File: src/rtl/mem_access_ctrl.sv
// mem_access_ctrl: MEM-stage load/store sequencer for a req/ack data-memory port.
// Accepts one access from the EX/MEM register, checks alignment, drives a
// word-aligned request with byte enables and lane-shifted store data, and
// returns aligned, sign/zero-extended load data to writeback.
//
// Ports:
//   clk, rst          clock, synchronous active-high reset
//   mem_re_in/we_in   load/store request (both high is handled as a store)
//   mul_stall         upstream stall; blocks acceptance of a new access
//   funct3            RV32 load/store width code
//   addr_in           effective byte address
//   rs2_data_in       store source data
//   dm_req/we/addr    memory request, direction, word address
//   dm_bwe/w_data     byte write enables, lane-aligned store data
//   dm_ack/r_data     memory completion strobe and read data
//   load_data/valid   extended load result and its one-cycle strobe
//   mem_err           one-cycle strobe on misalignment/illegal width/timeout
//   MEM_stall         combinational pipeline freeze
module mem_access_ctrl #(
    parameter int unsigned TIMEOUT = 16
) (
    input  logic        clk,
    input  logic        rst,
    input  logic        mem_re_in,
    input  logic        mem_we_in,
    input  logic        mul_stall,
    input  logic [2:0]  funct3,
    input  logic [31:0] addr_in,
    input  logic [31:0] rs2_data_in,
    output logic        dm_req,
    output logic        dm_we,
    output logic [31:0] dm_addr,
    output logic [3:0]  dm_bwe,
    output logic [31:0] dm_w_data,
    input  logic        dm_ack,
    input  logic [31:0] dm_r_data,
    output logic [31:0] load_data,
    output logic        load_valid,
    output logic        mem_err,
    output logic        MEM_stall
);

    localparam int unsigned CNT_W = 8;
    localparam int unsigned XLEN  = 32;

    typedef enum logic [1:0] {IDLE, REQ, DONE, ERR} state_t;

    state_t            state_q, state_d;
    logic [CNT_W-1:0]  cnt_q, cnt_d;
    logic              dm_req_q, dm_req_d;
    logic              dm_we_q, dm_we_d;
    logic [XLEN-1:0]   dm_addr_q, dm_addr_d;
    logic [3:0]        dm_bwe_q, dm_bwe_d;
    logic [XLEN-1:0]   dm_w_data_q, dm_w_data_d;
    logic [XLEN-1:0]   load_data_q, load_data_d;
    logic              load_valid_q, load_valid_d;
    logic              mem_err_q, mem_err_d;
    logic [2:0]        funct3_q, funct3_d;
    logic [1:0]        lane_q, lane_d;

    logic              accept;
    logic              fault;
    logic              illegal;
    logic              misaligned;
    logic [1:0]        lane;
    logic [3:0]        bwe_new;
    logic [XLEN-1:0]   wdata_new;
    logic [XLEN-1:0]   rd_shifted;
    logic [XLEN-1:0]   load_ext;

    assign accept    = (state_q == IDLE) && (mem_re_in || mem_we_in) && !mul_stall;
    assign MEM_stall = accept || (state_q == REQ);

    // Decode the incoming access: lane enables, shifted data, fault detection.
    always_comb begin
        lane      = addr_in[1:0];
        bwe_new   = 4'b0000;
        illegal   = 1'b0;
        wdata_new = rs2_data_in << {lane, 3'b000};
        if (mem_we_in) begin
            case (funct3)
                3'b000:  bwe_new = 4'b0001 << lane;
                3'b001:  bwe_new = 4'b0011 << lane;
                3'b010:  bwe_new = 4'b1111;
                default: illegal = 1'b1;
            endcase
        end else begin
            case (funct3)
                3'b000, 3'b001, 3'b010, 3'b100, 3'b101: illegal = 1'b0;
                default:                                illegal = 1'b1;
            endcase
        end
        // funct3[1:0] carries the access size for both signed and unsigned loads
        misaligned = ((funct3[1:0] == 2'b01) && addr_in[0]) ||
                     ((funct3[1:0] == 2'b10) && (addr_in[1:0] != 2'b00));
        fault      = illegal || misaligned;
    end

    // Extract the addressed byte/half from the read word and extend it.
    always_comb begin
        rd_shifted = dm_r_data >> {lane_q, 3'b000};
        case (funct3_q)
            3'b000:  load_ext = {{24{rd_shifted[7]}}, rd_shifted[7:0]};
            3'b001:  load_ext = {{16{rd_shifted[15]}}, rd_shifted[15:0]};
            3'b100:  load_ext = {24'h000000, rd_shifted[7:0]};
            3'b101:  load_ext = {16'h0000, rd_shifted[15:0]};
            default: load_ext = dm_r_data;
        endcase
    end

    // Next-state and registered-output logic.
    always_comb begin
        state_d      = state_q;
        cnt_d        = '0;
        dm_req_d     = 1'b0;
        dm_we_d      = dm_we_q;
        dm_addr_d    = dm_addr_q;
        dm_bwe_d     = dm_bwe_q;
        dm_w_data_d  = dm_w_data_q;
        load_data_d  = load_data_q;
        load_valid_d = 1'b0;
        mem_err_d    = 1'b0;
        funct3_d     = funct3_q;
        lane_d       = lane_q;

        case (state_q)
            IDLE: begin
                if (accept) begin
                    dm_we_d     = mem_we_in;
                    dm_addr_d   = {addr_in[31:2], 2'b00};
                    dm_bwe_d    = bwe_new;
                    dm_w_data_d = wdata_new;
                    funct3_d    = funct3;
                    lane_d      = addr_in[1:0];
                    if (fault) begin
                        state_d   = ERR;
                        mem_err_d = 1'b1;
                    end else begin
                        state_d  = REQ;
                        dm_req_d = 1'b1;
                    end
                end
            end
            REQ: begin
                cnt_d    = cnt_q + CNT_W'(1);
                dm_req_d = 1'b1;
                // Ack takes priority over an expiring timeout in the same cycle
                if (dm_ack) begin
                    state_d  = DONE;
                    dm_req_d = 1'b0;
                    if (!dm_we_q) begin
                        load_data_d  = load_ext;
                        load_valid_d = 1'b1;
                    end
                end else if (cnt_q == CNT_W'(TIMEOUT - 1)) begin
                    state_d   = ERR;
                    dm_req_d  = 1'b0;
                    mem_err_d = 1'b1;
                end
            end
            DONE:    state_d = IDLE;
            ERR:     state_d = IDLE;
            default: state_d = IDLE;
        endcase
    end

    always_ff @(posedge clk) begin
        if (rst) begin
            state_q      <= IDLE;
            cnt_q        <= '0;
            dm_req_q     <= 1'b0;
            dm_we_q      <= 1'b0;
            dm_addr_q    <= '0;
            dm_bwe_q     <= '0;
            dm_w_data_q  <= '0;
            load_data_q  <= '0;
            load_valid_q <= 1'b0;
            mem_err_q    <= 1'b0;
            funct3_q     <= '0;
            lane_q       <= '0;
        end else begin
            state_q      <= state_d;
            cnt_q        <= cnt_d;
            dm_req_q     <= dm_req_d;
            dm_we_q      <= dm_we_d;
            dm_addr_q    <= dm_addr_d;
            dm_bwe_q     <= dm_bwe_d;
            dm_w_data_q  <= dm_w_data_d;
            load_data_q  <= load_data_d;
            load_valid_q <= load_valid_d;
            mem_err_q    <= mem_err_d;
            funct3_q     <= funct3_d;
            lane_q       <= lane_d;
        end
    end

    assign dm_req     = dm_req_q;
    assign dm_we      = dm_we_q;
    assign dm_addr    = dm_addr_q;
    assign dm_bwe     = dm_bwe_q;
    assign dm_w_data  = dm_w_data_q;
    assign load_data  = load_data_q;
    assign load_valid = load_valid_q;
    assign mem_err    = mem_err_q;

endmodule

File: config.mk
export PLATFORM = sky130hd
export DESIGN_NAME = mem_access_ctrl
export DESIGN_NICKNAME = d
export VERILOG_FILES = /design/src/rtl/mem_access_ctrl.sv
export SDC_FILE = /design/constraint.sdc
export NUM_CORES = 1
export LEC_CHECK = 0
export BUFFER_PORTS_ARGS = -buffer_cell sky130_fd_sc_hd__buf_2
export CORE_MARGIN = 4
export CORE_UTILIZATION = 44
export DETAILED_ROUTE_END_ITERATION = 10
export GPL_TIMING_DRIVEN = 0
export PLACE_DENSITY = 0.7
export SETUP_SLACK_MARGIN = 0.1
export SYNTH_ARGS = -nofsm -noshare
export SYNTH_HDL_FRONTEND = slang
export SYNTH_SLANG_ARGS = --single-unit
File: constraint.sdc
create_clock -name clk -period 2.41 [get_ports clk]
set_input_delay 0.482 -clock clk [delete_from_list [all_inputs] [get_ports clk]]
set_output_delay 0.482 -clock clk [all_outputs]
set_load 0.05 [all_outputs]
After elaboration in Yosys (flattened, before gate mapping) --
Index checks and enable logic that the tools add are counted.
Storage, ports and cells: flip-flop bits (word level) 117, memories 0, ROM bits 0, logic and storage cells 78, bits in latches 0, bits in writable memories 0
Cells by class: eq/ne operators 15, reduce and logical (&&, ||, !) cells 21, bitwise gates (word level) 3, shifts and indexed selects 4, $add $sub $neg 1, muxes and demuxes 22, divide/modulo/power cells 0, multiply operators 0, order comparisons 0
Operator list (number):
- 32-bit case mux with 4 select lines | 1
- 32-bit by 5-bit left shift with 32-bit output | 1
- 32-bit by 5-bit >> shifter with 16-bit output | 1
- 3-bit == test, second input constant | 4
- 1-bit two-way mux | 12
- 4-bit case mux with 3 select lines | 1
- 8-bit by 1-bit adder with 8-bit output, second input constant | 1
- 8-bit by 4-bit == test with 1-bit output, second input constant | 1
- 2-bit two-way mux | 4
- 2-bit == test, second input constant | 3
- 3-bit by 1-bit == test with 1-bit output, second input constant | 2
- 3-bit zero test | 2
- 2-bit case mux with 3 select lines | 1
- 3-bit OR reduction | 2
- 5-bit OR reduction | 1
- 2-bit by 1-bit == test with 1-bit output, second input constant | 2
- 1-bit logical AND | 4
- 1-bit logical OR | 4
- 4-bit two-way mux | 1
- 1-bit case mux with 2 select lines | 2
- 2-bit AND reduction | 2
- 2-bit OR reduction | 2
- 1-bit by 2-bit left shift with 4-bit output, first input constant | 1
- 2-bit by 2-bit left shift with 4-bit output, first input constant | 1
- 8 further kinds | 10

Longest topological paths before layout --
Gate-level depths: netlist of the first run.
depth after elaboration 8, mapped depth 8

Worst setup path before layout of the first run --
OpenSTA, ideal clock, no wires.
kind input port to output port, start point input port mul_stall, end point output port MEM_stall, path buffers 0, stages 2, setup slack 470 ps, arrival 1458 ps, path through o21bai_1 a21oi_1
Between the ends: word-level cells in the longest chain between the ends 3
Ends and longest elaborated chain:
- start: declaration | line 26 | input logic mul_stall,
- 1-bit zero test | line 71 | assign accept = (state_q == IDLE) && (mem_re_in || mem_we_in) && !mul_stall;
- 1-bit logical AND | line 71
- 1-bit logical OR | line 72 | assign MEM_stall = accept || (state_q == REQ);
- end: declaration | line 40 | output logic MEM_stall
No other way between the ends.

Final worst setup path of the first run --
start point register state_q[1], end point register load_data_q[14], in the netlist load_data[14]
Between the ends: word-level cells in the longest chain between the ends 2
Ends and longest elaborated chain:
- start: declaration | line 48 | state_t state_q, state_d;
- start signal: assignment | line 182 | state_q <= state_d;
- 2-bit by 1-bit == test with 1-bit output | line 126 | case (state_q)
- 3-bit AND reduction (no source line)
- end signal: assignment | line 189 | load_data_q <= load_data_d;
- end: declaration | line 55 | logic [XLEN-1:0] load_data_q, load_data_d;
No other way between the ends. A chain may end at the register's enable or synchronous reset.

==> results of run 1 <==
==> worst max-delay path by stage <==
stage	slack (ns)	to	depth (start not counted)	start
after global routing	0.10	load_data[13]	6	state_q[1]
after floorplan	0.47	MEM_stall	2	mul_stall
after CTS	0.15	dm_w_data[24]	5	state_q[1]
final	0.24	load_data[14]	5	state_q[1]
after global placement	-0.008	load_data[9]	5	dm_ack
after detailed placement	-0.06	load_data[14]	5	dm_ack
==> sequential cells by signal, indices dropped and copies added (netlist names) <==
register	flops
load_data	32
dm_addr	30
mem_err	1
cnt_q	8
load_valid	1
dm_we	1
dm_w_data	32
dm_req	1
lane_q	2
dm_bwe	4
state_q	2
funct3_q	3
==> cells in the final DEF (no fill, tap or decap), types with 2 or more instances in the layout <==
| cell type | count |
|---|---|
| o221ai_1 | 7 |
| inv_1 | 3 |
| nand3_1 | 11 |
| clkinv_2 | 5 |
| dfxtp_1 | 117 |
| o211ai_1 | 10 |
| clkbuf_1 | 52 |
| nor2_1 | 51 |
| mux2_2 | 8 |
| a221oi_1 | 8 |
| mux2i_1 | 34 |
| nand2b_1 | 5 |
| nor3_2 | 2 |
| a21oi_1 | 101 |
| conb_1 | 2 |
| nand2_1 | 135 |
| o2bb2ai_1 | 7 |
| xor2_1 | 4 |
| nor3_1 | 3 |
| a211oi_2 | 10 |
| nor2b_1 | 4 |
| buf_2 | 205 |
| buf_4 | 3 |
| clkbuf_16 | 17 |
| or3_1 | 13 |
| a2bb2oi_1 | 8 |
| buf_1 | 3 |
| a211oi_1 | 15 |
| o21ai_0 | 12 |
| clkbuf_8 | 5 |
==> layout make-up <==
| class | count | area (um^2) | share of cell area, % |
|---|---|---|---|
| inverters | 3 | 11.3 | 0.159 |
| clock buffers | 24 | 502 | 7.10 |
| clock inverters | 5 | 25.0 | 0.354 |
| repair buffers | 204 | 1020 | 14.5 |
| well taps | 143 | 179 | 2.53 |
| flip-flops and latches | 117 | 2340 | 33.2 |
| plain buffers | 61 | 278 | 3.93 |
| multi-input cells | 468 | 2710 | 38.3 |
==> power by group <==
part | leakage [nW] | total (mW) | internal [mW] | switching [mW]
sequential | 0.954 | 2.11 | 2.05 | 0.0588
clock | 0.267 | 2.25 | 1.42 | 0.836
combinational | 1.82 | 1.20 | 0.346 | 0.851
==> per-stage QoR <==
step	total power, mW	setup TNS, ns	setup WS, ns	std cells	util [%]
after CTS	5.58	0	0.153	1025	60.8
after global placement	3.31	-0.0124	-0.00774	996	56.2
final	5.56	0	0.244	1025	60.8
after floorplan	2.97	0	0.470	649	-
after detailed placement	3.34	-0.291	-0.0623	996	56.2
after global routing	5.77	0	0.104	1025	60.8
==> cell families (layout without fill, tap and decap cells) <==
logic type / count (synthesis) / count (layout) / share of synthesized area [%]
flip-flops: 117 / 117 / 44.0
buffers and inverters: 64 / 297 / 5.41
AO/OA/AOI/OAI: 184 / 184 / 22.4
XOR/XNOR: 5 / 5 / 0.823
AND/OR/NAND/NOR: 233 / 233 / 18.6
other: 1 / 2 / 0.0705
adder cells (fa/ha/maj): 1 / 1 / 0.235
multiplexers: 43 / 43 / 8.51
==> metal layers <==
metal	vias up	routed length, um
met2	275	8640
met4	0	629
met5	-	0
met3	57	1660
li1	2715	-
met1	2596	7040
==> repair_timing <==
action	CTS	global route
endpoints found under the hold margin	0	0
buffers inserted	0	0
setup endpoints to repair	19	20
gates resized for setup	1	3
pin swaps	0	0
==> worst min-delay path, stage by stage <==
cell and delay, ns:
buf_2 0.09, nand2_1 0.04, a21oi_1 0.05
==> report_table.html, run 1 <==
<table>
<tr><th>Metric</th><th>Value</th></tr>
<tr><th colspan="2">Final layout</th></tr>
<tr><td>Total non-filler cell area in the finished layout</td><td>around 0.0071 mm^2</td></tr>
<tr><td>Fill cell count</td><td>about 1,000</td></tr>
<tr><td>Fraction of final layout cells with drive strength greater than 1</td><td>around 30%</td></tr>
<tr><td>Final net count</td><td>between 900 and 1,000</td></tr>
<tr><td>Synthesis-to-layout area growth</td><td>32.7%</td></tr>
<tr><td>Number of antenna diodes</td><td>0</td></tr>
<tr><th colspan="2">Worst setup path</th></tr>
<tr><td>Slack of the worst reg-to-reg path</td><td>between 0.2 and 0.25 ns</td></tr>
<tr><td>Sum of buffers and inverters on the critical path</td><td>2</td></tr>
<tr><td>Endpoint class of the critical path</td><td>register</td></tr>
<tr><td>Critical path fanouts, max</td><td>10</td></tr>
<tr><td>Top cell family by delay on the critical path</td><td>simple AND/OR/NAND/NOR gates</td></tr>
<tr><td>Slowest Stage Delay on Critical Path</td><td>0.73 ns</td></tr>
<tr><td>Category of the critical setup timing path</td><td>register to register</td></tr>
<tr><td>Endpoint of the worst register-to-register path</td><td>load_data[14]</td></tr>
<tr><td>Reg-to-Reg Start</td><td>state_q[1]</td></tr>
<tr><td>Most frequent CP cell</td><td>clkbuf_1</td></tr>
<tr><td>Critical path arrival</td><td>around 2.5 ns</td></tr>
<tr><td>Required time at the worst-slack endpoint</td><td>about 2.7 ns</td></tr>
<tr><td>Crit path launch type</td><td>register</td></tr>
<tr><td>Critical Path Slowest Stage Cell</td><td>nor4b_2</td></tr>
<tr><td>Worst-case reg-to-reg path depth</td><td>5</td></tr>
<tr><td>Cells along the critical path</td><td>clkbuf_1 -&gt; nor4b_2 -&gt; clkbuf_1 -&gt; o21ai_0 -&gt; a221oi_1</td></tr>
<tr><th colspan="2">Synth</th></tr>
<tr><td>Synthesized area per cell</td><td>between 8 and 9 um^2</td></tr>
<tr><td>Ys async rst share</td><td>0%</td></tr>
<tr><td>Fraction of the yosys area taken by sequential cells</td><td>44.0%</td></tr>
<tr><td>Number of register bits inferred by synthesis</td><td>around 120</td></tr>
<tr><td>Top cells by area, synth</td><td>dfxtp_1, nand2_1, a21oi_1, mux2i_1, clkbuf_1</td></tr>
<tr><td>Post-Syn Instances</td><td>between 600 and 700</td></tr>
<tr><td>Total standard cell area after synthesis</td><td>0.00532 mm^2</td></tr>
<tr><td>Portion of synthesized cell area occupied by the leading cell type</td><td>between 40% and 50%</td></tr>
<tr><td>Distinct cell type count after synthesis</td><td>between 40 and 50</td></tr>
<tr><td>Top flip-flop cell by instance count after synthesis</td><td>dfxtp_1</td></tr>
<tr><td>Most common library cells after synthesis</td><td>nand2_1, dfxtp_1, a21oi_1, clkbuf_1, nor2_1</td></tr>
<tr><td>Yosys warning total</td><td>0</td></tr>
<tr><td>Dominant cell by count in the synthesized netlist</td><td>nand2_1</td></tr>
<tr><td>Number of synthesized flops with an enable pin</td><td>0</td></tr>
<tr><td>Leading area contributor after synthesis</td><td>dfxtp_1</td></tr>
<tr><th colspan="2">Hold path</th></tr>
<tr><td>Number of stages on the worst hold path</td><td>3</td></tr>
<tr><td>Capture endpoint of the worst hold path</td><td>dm_addr[16]</td></tr>
<tr><td>Beginning of the worst hold path</td><td>addr_in[16]</td></tr>
<tr><td>Hold Crit Class</td><td>input port to register</td></tr>
<tr><th colspan="2">STA</th></tr>
<tr><td>Period utilisation layout</td><td>between 80% and 90%</td></tr>
<tr><td>Max-slew violation total from the final report</td><td>0</td></tr>
<tr><td>RSZ-0062 raised after global routing</td><td>no</td></tr>
<tr><td>Final count of hold timing violations</td><td>0</td></tr>
<tr><td>Max Clock Skew</td><td>between 0.006 and 0.007 ns</td></tr>
<tr><td>Number of endpoints failing setup at the final stage</td><td>0</td></tr>
<tr><td>Hold Slack</td><td>a little under 0.3 ns</td></tr>
<tr><td>Least-Margin Pin Slew</td><td>between 0.7 and 0.8 ns</td></tr>
<tr><td>Slew HR</td><td>about half</td></tr>
<tr><td>Clock period minus final worst setup slack</td><td>roughly 2.2 ns</td></tr>
<tr><td>FMAX</td><td>about 460 MHz</td></tr>
<tr><th colspan="2">GRT</th></tr>
<tr><td>Number of global-route vias before repair</td><td>5,692</td></tr>
<tr><td>Met2 usage</td><td>43.3%</td></tr>
<tr><td>First-pass GRT wire length</td><td>28.4 mm</td></tr>
<tr><td>Met1 layer usage reported by global route</td><td>between 20% and 30%</td></tr>
<tr><td>Antenna violations before repair</td><td>0</td></tr>
<tr><td>Remaining Overflow, GRT</td><td>0</td></tr>
<tr><td>GRT Max-Usage Layer</td><td>met2</td></tr>
<tr><td>Maximum number of pins on one net before global-route repair</td><td>17</td></tr>
<tr><td>GRT Overall Usage</td><td>about a quarter</td></tr>
<tr><td>Fraction of met3 tracks used by global routing</td><td>8.65%</td></tr>
<tr><th colspan="2">Die</th></tr>
<tr><td>Die area</td><td>around 0.014 mm^2</td></tr>
<tr><td>Starting density of the core</td><td>a little under half</td></tr>
<tr><td>Count of boundary I/O pins</td><td>between 200 and 250</td></tr>
<tr><td>Die Wd</td><td>approximately 120 um</td></tr>
<tr><td>Die height</td><td>around 120 um</td></tr>
<tr><td># rows</td><td>39</td></tr>
<tr><td>Core region area</td><td>roughly 0.012 mm^2</td></tr>
<tr><th colspan="2">Detailed routing</th></tr>
<tr><td>Residual DRC</td><td>0</td></tr>
<tr><td>Initial DRC count</td><td>337</td></tr>
<tr><td>Antenna viol nets, final</td><td>0</td></tr>
<tr><td>Post-DR vias/cell</td><td>5.51</td></tr>
<tr><td>Drt wl/cell</td><td>between 15 and 20 um</td></tr>
<tr><td>Final wirelength</td><td>~18 mm</td></tr>
<tr><td>First-pass detailed-route iteration total</td><td>5</td></tr>
<tr><td>Via count</td><td>~5,600</td></tr>
<tr><th colspan="2">CTS</th></tr>
<tr><td>Clock net sink count</td><td>about 120</td></tr>
<tr><td>CTS clk-pin slew, worst paths</td><td>roughly 0.050 ns</td></tr>
<tr><td>Clock H-tree levels</td><td>4</td></tr>
<tr><td>CTS root buf</td><td>clkbuf_16</td></tr>
<tr><td>Post-CTS Hold Fix Bufs</td><td>0</td></tr>
<tr><td>Clock tree from TritonCTS</td><td>built</td></tr>
<tr><td>Source-to-sink clock delay at the later pin of the worst-skew pair</td><td>0.42 ns</td></tr>
<tr><td>CTS buffer count</td><td>17</td></tr>
<tr><td>Number of buffers on the longest clock path</td><td>2</td></tr>
<tr><th colspan="2">Place</th></tr>
<tr><td>Total half-perimeter wirelength after legalization and detailed placement</td><td>13.9 mm</td></tr>
<tr><td>Gpl congestion</td><td>0.950</td></tr>
<tr><td>Dpl cell area</td><td>~0.0065 mm^2</td></tr>
<tr><td>Number of buffers inserted by port buffering</td><td>204</td></tr>
<tr><th colspan="2">Flow run</th></tr>
<tr><td># Max-Cap Violations</td><td>0</td></tr>
<tr><th colspan="2">Power</th></tr>
<tr><td>Total leakage power</td><td>a little over 3 nW</td></tr>
<tr><td>Power per cell area</td><td>slightly below 800 mW/mm^2</td></tr>
<tr><td>Peak VDD IR</td><td>approximately 0.00045 V</td></tr>
<tr><th colspan="2">Status</th></tr>
<tr><td>Status</td><td>finished clean</td></tr>
</table>
No activity file was read; power rests on OpenSTA's default activity.
==> run 2, diff against run 1 <==
--- a/config.mk
+++ b/config.mk
@@ -5,12 +5,13 @@
 export SDC_FILE = /design/constraint.sdc
 export NUM_CORES = 1
 export LEC_CHECK = 0
+export ABC_AREA = 1
 export BUFFER_PORTS_ARGS = -buffer_cell sky130_fd_sc_hd__buf_2
 export CORE_MARGIN = 4
 export CORE_UTILIZATION = 44
 export DETAILED_ROUTE_END_ITERATION = 10
 export GPL_TIMING_DRIVEN = 0
-export PLACE_DENSITY = 0.7
+export PLACE_DENSITY = 0.76
 export SETUP_SLACK_MARGIN = 0.1
 export SYNTH_ARGS = -nofsm -noshare
 export SYNTH_HDL_FRONTEND = slang
==> run 2 against run 1 <==
- power is 7.7% higher
- setup slack better by 0.35 ns
- cell area is 4.2% higher
- clock power is 8% higher
- count of clock-buffer cells in the layout is 3 lower
- sequential share of layout area is 1.3 points lower
- combinational power is 18% higher
- area after synthesis is 4.3% higher
- sequential power hardly changed
- highest routed layer unchanged
==> report_table.html, run 2 <==
<table>
<tr><th>Metric</th><th>Value</th></tr>
<tr><th colspan="2">Die</th></tr>
<tr><td>Count of boundary I/O pins</td><td>210</td></tr>
<tr><td># rows</td><td>40</td></tr>
<tr><td>Starting density of the core</td><td>between 40% and 50%</td></tr>
<tr><td>Die height</td><td>approximately 120 um</td></tr>
<tr><td>Die Wd</td><td>120 um</td></tr>
<tr><td>Core region area</td><td>~0.012 mm^2</td></tr>
<tr><td>Die area</td><td>~0.014 mm^2</td></tr>
<tr><th colspan="2">Power</th></tr>
<tr><td>Total leakage power</td><td>roughly 3.7 nW</td></tr>
<tr><td>Peak VDD IR</td><td>approximately 0.00057 V</td></tr>
<tr><td>Power per cell area</td><td>slightly above 800 mW/mm^2</td></tr>
<tr><td>PnR Total Power</td><td>5.99 mW</td></tr>
<tr><th colspan="2">Synth</th></tr>
<tr><td>Total standard cell area after synthesis</td><td>between 0.005 and 0.006 mm^2</td></tr>
<tr><td>Ys async rst share</td><td>0%</td></tr>
<tr><td>Fraction of the yosys area taken by sequential cells</td><td>42.2%</td></tr>
<tr><td>Top cells by area, synth</td><td>dfxtp_1, nand2_1, o21ai_0, nor2_1, a21oi_1</td></tr>
<tr><td>Distinct cell type count after synthesis</td><td>29</td></tr>
<tr><td>Dominant cell by count in the synthesized netlist</td><td>nand2_1</td></tr>
<tr><td>Number of register bits inferred by synthesis</td><td>around 120</td></tr>
<tr><td>Most common library cells after synthesis</td><td>nand2_1, nor2_1, dfxtp_1, o21ai_0, a21oi_1</td></tr>
<tr><td>Yosys warning total</td><td>0</td></tr>
<tr><td>Portion of synthesized cell area occupied by the leading cell type</td><td>between 40% and 50%</td></tr>
<tr><td>Post-Syn Instances</td><td>804</td></tr>
<tr><td>Number of synthesized flops with an enable pin</td><td>0</td></tr>
<tr><td>Leading area contributor after synthesis</td><td>dfxtp_1</td></tr>
<tr><td>Top flip-flop cell by instance count after synthesis</td><td>dfxtp_1</td></tr>
<tr><td>Synthesized area per cell</td><td>6.91 um^2</td></tr>
<tr><th colspan="2">STA</th></tr>
<tr><td>Least-Margin Pin Slew</td><td>~0.52 ns</td></tr>
<tr><td>Final count of hold timing violations</td><td>0</td></tr>
<tr><td>Clock period minus final worst setup slack</td><td>around 1.8 ns</td></tr>
<tr><td>FMAX</td><td>roughly 550 MHz</td></tr>
<tr><td>Hold Slack</td><td>between 0.2 and 0.3 ns</td></tr>
<tr><td>RSZ-0062 raised after global routing</td><td>no</td></tr>
<tr><td>Number of endpoints failing setup at the final stage</td><td>0</td></tr>
<tr><td>Period utilisation layout</td><td>between 70 and 80%</td></tr>
<tr><td>Final setup TNS</td><td>0 ns</td></tr>
<tr><td>Max Clock Skew</td><td>0.00634 ns</td></tr>
<tr><td>Slew HR</td><td>65.5%</td></tr>
<tr><td>Max-slew violation total from the final report</td><td>0</td></tr>
<tr><th colspan="2">Detailed routing</th></tr>
<tr><td>Post-DR vias/cell</td><td>between 5 and 6</td></tr>
<tr><td>Antenna viol nets, final</td><td>0</td></tr>
<tr><td>Via count</td><td>just over 6,000</td></tr>
<tr><td>Residual DRC</td><td>0</td></tr>
<tr><td>Drt wl/cell</td><td>14.9 um</td></tr>
<tr><td>Initial DRC count</td><td>527</td></tr>
<tr><td>First-pass detailed-route iteration total</td><td>6</td></tr>
<tr><td>Final wirelength</td><td>roughly 18 mm</td></tr>
<tr><th colspan="2">Final layout</th></tr>
<tr><td>Number of antenna diodes</td><td>0</td></tr>
<tr><td>Most frequent standard cell in the layout excluding fill and tap cells</td><td>buf_2</td></tr>
<tr><td>Fraction of final layout cells with drive strength greater than 1</td><td>approximately 29%</td></tr>
<tr><td>Final core utilization</td><td>a little over 60%</td></tr>
<tr><td>Synthesis-to-layout area growth</td><td>32.6%</td></tr>
<tr><td>Top library cells by usage in the layout, fill and taps aside</td><td>buf_2, nand2_1, nor2_1</td></tr>
<tr><td>Final net count</td><td>roughly 1,100</td></tr>
<tr><th colspan="2">GRT</th></tr>
<tr><td>GRT Overall Usage</td><td>between 20% and 30%</td></tr>
<tr><td>Number of global-route vias before repair</td><td>slightly below 6,000</td></tr>
<tr><td>Maximum number of pins on one net before global-route repair</td><td>17</td></tr>
<tr><td>Antenna violations before repair</td><td>0</td></tr>
<tr><td>Remaining Overflow, GRT</td><td>0</td></tr>
<tr><td>First-pass GRT wire length</td><td>28.6 mm</td></tr>
<tr><th colspan="2">Place</th></tr>
<tr><td>Gpl congestion</td><td>roughly 0.96</td></tr>
<tr><td>Total half-perimeter wirelength after legalization and detailed placement</td><td>between 10 and 15 mm</td></tr>
<tr><td>Number of buffers inserted by port buffering</td><td>~200</td></tr>
<tr><th colspan="2">Flow run</th></tr>
<tr><td># Max-Cap Violations</td><td>0</td></tr>
<tr><th colspan="2">Status</th></tr>
<tr><td>Status</td><td>finished clean</td></tr>
<tr><th colspan="2">Worst setup path</th></tr>
<tr><td>Critical path startpoint</td><td>state_q[0]</td></tr>
<tr><td>Crit path launch type</td><td>register</td></tr>
<tr><td>Required time at the worst-slack endpoint</td><td>just under 2 ns</td></tr>
<tr><td>Slack of the worst reg-to-reg path</td><td>about 0.74 ns</td></tr>
<tr><td>Reg-to-Reg Start</td><td>state_q[0]</td></tr>
<tr><td>Critical path arrival</td><td>1.33 ns</td></tr>
<tr><td>Category of the critical setup timing path</td><td>register to output pin</td></tr>
<tr><td>Critical path fanouts, max</td><td>4</td></tr>
<tr><td>Endpoint class of the critical path</td><td>output pin</td></tr>
<tr><th colspan="2">CTS</th></tr>
<tr><td>Clock net sink count</td><td>~120</td></tr>
<tr><td>Clock H-tree levels</td><td>4</td></tr>
<tr><td>Number of buffers on the longest clock path</td><td>2</td></tr>
<tr><td>CTS root buf</td><td>clkbuf_16</td></tr>
<tr><td>CTS clk-pin slew, worst paths</td><td>around 0.05 ns</td></tr>
<tr><td>Post-CTS Hold Fix Bufs</td><td>0</td></tr>
<tr><td>PostCTS Resize Cnt</td><td>0</td></tr>
<tr><td>Clock tree from TritonCTS</td><td>built</td></tr>
<tr><td>Post-CTS Setup Repair Bufs</td><td>0</td></tr>
<tr><td>Source-to-sink clock delay at the later pin of the worst-skew pair</td><td>~0.41 ns</td></tr>
<tr><td>CTS buffer count</td><td>17</td></tr>
<tr><th colspan="2">Hold path</th></tr>
<tr><td>Beginning of the worst hold path</td><td>addr_in[24]</td></tr>
<tr><td>Hold Crit Class</td><td>input port to register</td></tr>
</table>
## run 2: cell count changes after synthesis, sizes merged, moves of 34 or more
cell   previous run  this run
mux2i            34         0
nor2             51       127
inv               3        62
nand3            11        56
a21oi           101        67
nand2           135       172
o21ai            12       105
## run 2: cell type report
cell class                 instances  area (um^2)
buffer                            55          314
multi-input combinational        570         2660
fill                            1196         4800
timing repair buffer             206         1030
clock buffer                      21          460
sequential                       117         2340
inverter                          63          236
tap                              168          210
clock inverter                     9          105
## run 2: path summary, 6_finish.rpt
| check | cells after the start | end |
|---|---|---|
| worst max-delay path | 3 | MEM_stall |
| worst min register to register | 1 | cnt_q[0] |
| worst max register to register | 6 | load_data[29] |
| worst min-delay path | 3 | dm_addr[24] |
## run 2: power by group
group	switching, mW	leakage [nW]	internal (mW)	total (mW)
Sequential	0.0704	0.957	2.07	2.14
Clock	0.879	0.267	1.56	2.43
Combinational	1.03	2.45	0.387	1.41
Total	1.98	3.67	4.01	5.99
## run 2: cells by family (layout without fill, tap and decap cells)
logic type | count (synthesis) | count (layout) | synth area share [%]
AOI/OAI and AO/OA | 199 | 199 | 20.0
xor gates and xnor gates | 1 | 1 | 0.158
adders and majority gates | 1 | 1 | 0.225
buffers and inverters | 118 | 354 | 9.91
DFF | 117 | 117 | 42.2
other | 1 | 2 | 0.0675
and+or+nand+nor | 367 | 367 | 27.5
## run 2: worst max-delay path: stages, from the launching register on
cell and delay [ns]:
dfxtp_1 0.42, nand2_1 0.14, nand2_1 0.10, buf_2 0.27
## run 2: per-stage QoR
step,cells,setup WS (ns),cell area (um^2)
finish,1209,0.594,7360
global route,1209,0.544,7360
CTS,1209,0.580,7360
detailed placement,1179,0.477,6800
global placement,1179,0.487,6800
floorplan,805,0.919,5560
## run 2: layer usage
metal	vias up	global-route usage (%)	routed length [um]
li1	3063	-	-
met1	2779	32.2	7710
met2	299	38.8	8150
met3	39	6.64	1710
met4	0	9.42	426
met5	-	0	0
==> run 3, diff against run 2 <==
--- a/config.mk
+++ b/config.mk
@@ -5,7 +5,7 @@
 export SDC_FILE = /design/constraint.sdc
 export NUM_CORES = 1
 export LEC_CHECK = 0
-export ABC_AREA = 1
+export ABC_AREA = 0
 export BUFFER_PORTS_ARGS = -buffer_cell sky130_fd_sc_hd__buf_2
 export CORE_MARGIN = 4
 export CORE_UTILIZATION = 44
==> constraint.sdc (replaced) <==
create_clock -name clk -period 1.9 [get_ports clk]
set_input_delay 0.38 -clock clk [delete_from_list [all_inputs] [get_ports clk]]
set_output_delay 0.38 -clock clk [all_outputs]
set_load 0.05 [all_outputs]
==> run 3 against run 2 <==
- count of clock-buffer cells in the layout fell by 2
- sequential power rose by 25%
- largest power group unchanged
- power up 29%
- wire length is 0.62% lower
- the run now ends with setup timing left
- die area fell by 3.9%
==> report_table.html, run 3 (synthesis gave the netlist of run 1 again) <==
<table>
<tr><th>Metric</th><th>Value</th></tr>
<tr><th colspan="2">Detailed routing</th></tr>
<tr><td>Final wirelength</td><td>17.9 mm</td></tr>
<tr><td>Antenna viol nets, final</td><td>0</td></tr>
<tr><td>Residual DRC</td><td>0</td></tr>
<tr><td>Drt wl/cell</td><td>~17 um</td></tr>
<tr><td>Via count</td><td>~5,700</td></tr>
<tr><td>Initial DRC count</td><td>roughly 430</td></tr>
<tr><td>First-pass detailed-route iteration total</td><td>4</td></tr>
<tr><td>Post-DR vias/cell</td><td>5.48</td></tr>
<tr><th colspan="2">Die</th></tr>
<tr><td>Die Wd</td><td>118 um</td></tr>
<tr><td>Starting density of the core</td><td>a little under half</td></tr>
<tr><td>Count of boundary I/O pins</td><td>210</td></tr>
<tr><td># rows</td><td>39</td></tr>
<tr><td>Core region area</td><td>between 0.01 and 0.015 mm^2</td></tr>
<tr><td>Die area</td><td>between 0.01 and 0.015 mm^2</td></tr>
<tr><td>Die height</td><td>118 um</td></tr>
<tr><th colspan="2">STA</th></tr>
<tr><td>Final count of hold timing violations</td><td>0</td></tr>
<tr><td>Final worst slack</td><td>-0.102 ns</td></tr>
<tr><td>Max-slew violation total from the final report</td><td>0</td></tr>
<tr><td>Max Clock Skew</td><td>0.00868 ns</td></tr>
<tr><td>Number of endpoints failing setup at the final stage</td><td>15</td></tr>
<tr><td>RSZ-0062 raised after global routing</td><td>yes</td></tr>
<tr><td>Period utilisation layout</td><td>105%</td></tr>
<tr><td>FMAX</td><td>around 500 MHz</td></tr>
<tr><td>Slew HR</td><td>between 50 and 60%</td></tr>
<tr><td>Least-Margin Pin Slew</td><td>~0.73 ns</td></tr>
<tr><td>Clock period minus final worst setup slack</td><td>roughly 2.0 ns</td></tr>
<tr><th colspan="2">Hold path</th></tr>
<tr><td>Hold Crit Class</td><td>input port to register</td></tr>
<tr><td>Number of stages on the worst hold path</td><td>3</td></tr>
<tr><td>Beginning of the worst hold path</td><td>addr_in[7]</td></tr>
<tr><th colspan="2">CTS</th></tr>
<tr><td>Number of buffers on the longest clock path</td><td>2</td></tr>
<tr><td>Clock net sink count</td><td>about 120</td></tr>
<tr><td>CTS clk-pin slew, worst paths</td><td>about 0.060 ns</td></tr>
<tr><td>Source-to-sink clock delay at the later pin of the worst-skew pair</td><td>0.41 ns</td></tr>
<tr><td>CTS buffer count</td><td>17</td></tr>
<tr><td>Clock H-tree levels</td><td>4</td></tr>
<tr><td>CTS root buf</td><td>clkbuf_16</td></tr>
<tr><td>Clock tree from TritonCTS</td><td>built</td></tr>
<tr><td>Post-CTS Hold Fix Bufs</td><td>0</td></tr>
<tr><th colspan="2">GRT</th></tr>
<tr><td>Antenna violations before repair</td><td>2</td></tr>
<tr><td>Met2 usage</td><td>between 40% and 50%</td></tr>
<tr><td>GRT Overall Usage</td><td>~25%</td></tr>
<tr><td>GRT Max-Usage Layer</td><td>met2</td></tr>
<tr><td>Remaining Overflow, GRT</td><td>0</td></tr>
<tr><td>Fraction of met3 tracks used by global routing</td><td>under 10%</td></tr>
<tr><td>Met1 layer usage reported by global route</td><td>~30%</td></tr>
<tr><td>First-pass GRT wire length</td><td>between 20 and 30 mm</td></tr>
<tr><td>Number of global-route vias before repair</td><td>around 5,500</td></tr>
<tr><td>Maximum number of pins on one net before global-route repair</td><td>17</td></tr>
<tr><th colspan="2">Final layout</th></tr>
<tr><td>Synthesis-to-layout area growth</td><td>37.6%</td></tr>
<tr><td>Most frequent standard cell in the layout excluding fill and tap cells</td><td>buf_2</td></tr>
<tr><td>Final net count</td><td>a little under 1,000</td></tr>
<tr><td>Fraction of final layout cells with drive strength greater than 1</td><td>between 30% and 40%</td></tr>
<tr><td>Fill cell count</td><td>1,039</td></tr>
<tr><td>Total non-filler cell area in the finished layout</td><td>0.00732 mm^2</td></tr>
<tr><td>Final core utilization</td><td>roughly 63%</td></tr>
<tr><td>Top library cells by usage in the layout, fill and taps aside</td><td>buf_2, nand2_1, dfxtp_1</td></tr>
<tr><th colspan="2">Power</th></tr>
<tr><td>Power per cell area</td><td>1050 mW/mm^2</td></tr>
<tr><td>Total leakage power</td><td>3.18 nW</td></tr>
<tr><td>Peak VDD IR</td><td>0.000714 V</td></tr>
<tr><th colspan="2">Status</th></tr>
<tr><td>Status</td><td>finished with violations</td></tr>
<tr><td>Violated checks</td><td>setup timing</td></tr>
<tr><th colspan="2">Worst setup path</th></tr>
<tr><td>Last element of the critical path</td><td>load_data[31]</td></tr>
<tr><td>Critical path startpoint</td><td>lane_q[0]</td></tr>
<tr><td>Cells along the critical path</td><td>buf_6 -&gt; buf_12 -&gt; mux2i_2 -&gt; mux4_2 -&gt; or3_1 -&gt; buf_6 -&gt; buf_12 -&gt; a211oi_2</td></tr>
<tr><td>Crit path launch type</td><td>register</td></tr>
<tr><td>Reg-to-Reg Start</td><td>lane_q[0]</td></tr>
<tr><td>Slack of the worst reg-to-reg path</td><td>-0.10 ns</td></tr>
<tr><td>Endpoint of the worst register-to-register path</td><td>load_data[31]</td></tr>
<tr><td>Slowest Stage Delay on Critical Path</td><td>between 0.4 and 0.5 ns</td></tr>
<tr><td>Required time at the worst-slack endpoint</td><td>2.23 ns</td></tr>
<tr><td>Endpoint class of the critical path</td><td>register</td></tr>
<tr><td>Sum of buffers and inverters on the critical path</td><td>4</td></tr>
<tr><td>Category of the critical setup timing path</td><td>register to register</td></tr>
<tr><td>Critical Path Slowest Stage Cell</td><td>mux4_2</td></tr>
<tr><td>Number of stages on the worst setup path</td><td>8</td></tr>
<tr><td>Critical path arrival</td><td>between 2 and 2.5 ns</td></tr>
<tr><td>Worst-case reg-to-reg path depth</td><td>8</td></tr>
<tr><td>Critical path fanouts, max</td><td>10</td></tr>
<tr><td>Top cell family by delay on the critical path</td><td>multiplexers</td></tr>
<tr><th colspan="2">Place</th></tr>
<tr><td>Number of buffers inserted by port buffering</td><td>between 200 and 250</td></tr>
<tr><td>Dpl cell area</td><td>0.00653 mm^2</td></tr>
<tr><td>Total half-perimeter wirelength after legalization and detailed placement</td><td>13.2 mm</td></tr>
<tr><td>Gpl congestion</td><td>~0.97</td></tr>
<tr><th colspan="2">Flow run</th></tr>
<tr><td># Max-Cap Violations</td><td>0</td></tr>
</table>
## run 3: cell types whose count changed in the layout (fill, tap and decap cells not counted), sizes merged, moves of 13 or more
cell    previous run  this run
a211oi             1        25
or3                0        13
nor2             127        51
o21ai            105        12
clkbuf            39        69
nand2            172       135
o211ai            26        10
mux2i              0        34
buf              243       220
inv               62         6
a21oi             67       101
nand3             56        11
## run 3: worst min-delay path by stage
stage / end
2_1_floorplan: cnt_q[0]
3_3_place_gp: dm_w_data[7]
3_5_place_dp: dm_bwe[0]
4_1_cts: dm_addr[11]
5_1_grt: dm_addr[14]
6_report: dm_addr[7]
## run 3: layout make-up
cell class | count | area (um^2) | area share [%]
tap | 143 | 179 | 2.44
inverter | 3 | 11.3 | 0.154
clock inverter | 13 | 198 | 2.70
multi-input combinational | 468 | 2770 | 37.8
buffer | 60 | 318 | 4.34
sequential | 117 | 2350 | 32.0
clock buffer | 19 | 433 | 5.91
antenna | 1 | 2.50 | 0.0342
timing repair buffer | 210 | 1070 | 14.6
## run 3: metrics by stage
stage | setup WS, ns | hold slack [ns] | instances | setup TNS, ns | power [mW]
floorplan | -0.0174 | 0.426 | 649 | -0.172 | 3.77
global placement | -0.374 | 0.437 | 996 | -23.82 | 4.21
detailed placement | -0.504 | 0.443 | 996 | -26.88 | 4.23
CTS | -0.105 | 0.189 | 1033 | -1.27 | 7.71
global route | -0.175 | 0.190 | 1034 | -2.38 | 7.97
finish | -0.102 | 0.202 | 1034 | -1.26 | 7.70
## run 3: timing repair
action / in CTS / in global routing
pin swaps: 1 / 0
setup endpoints to repair: 107 / 97
setup buffers: 6 / 0
resized for setup: 27 / 24
## run 3: power by group
group	internal (mW)	switching, mW	leakage, nW	total [mW]
Combinational	0.482	1.10	1.93	1.58
Clock	2.22	1.22	0.303	3.44
Sequential	2.60	0.0800	0.955	2.68
Total	5.30	2.40	3.18	7.70
## run 3: layer usage
layer | vias up | wire [um]
met5 | - | 13
met4 | 2 | 393
met2 | 292 | 8810
met1 | 2590 | 7020
met3 | 42 | 1650
li1 | 2737 | -
## run 3: worst register-to-register path, cell delays in order, from the launching register on
cell      delay, ns
dfxtp_1        0.30
buf_6          0.13
buf_12         0.12
mux2i_2        0.15
mux4_2         0.44
or3_1          0.33
buf_6          0.15
buf_12         0.14
a211oi_2       0.17
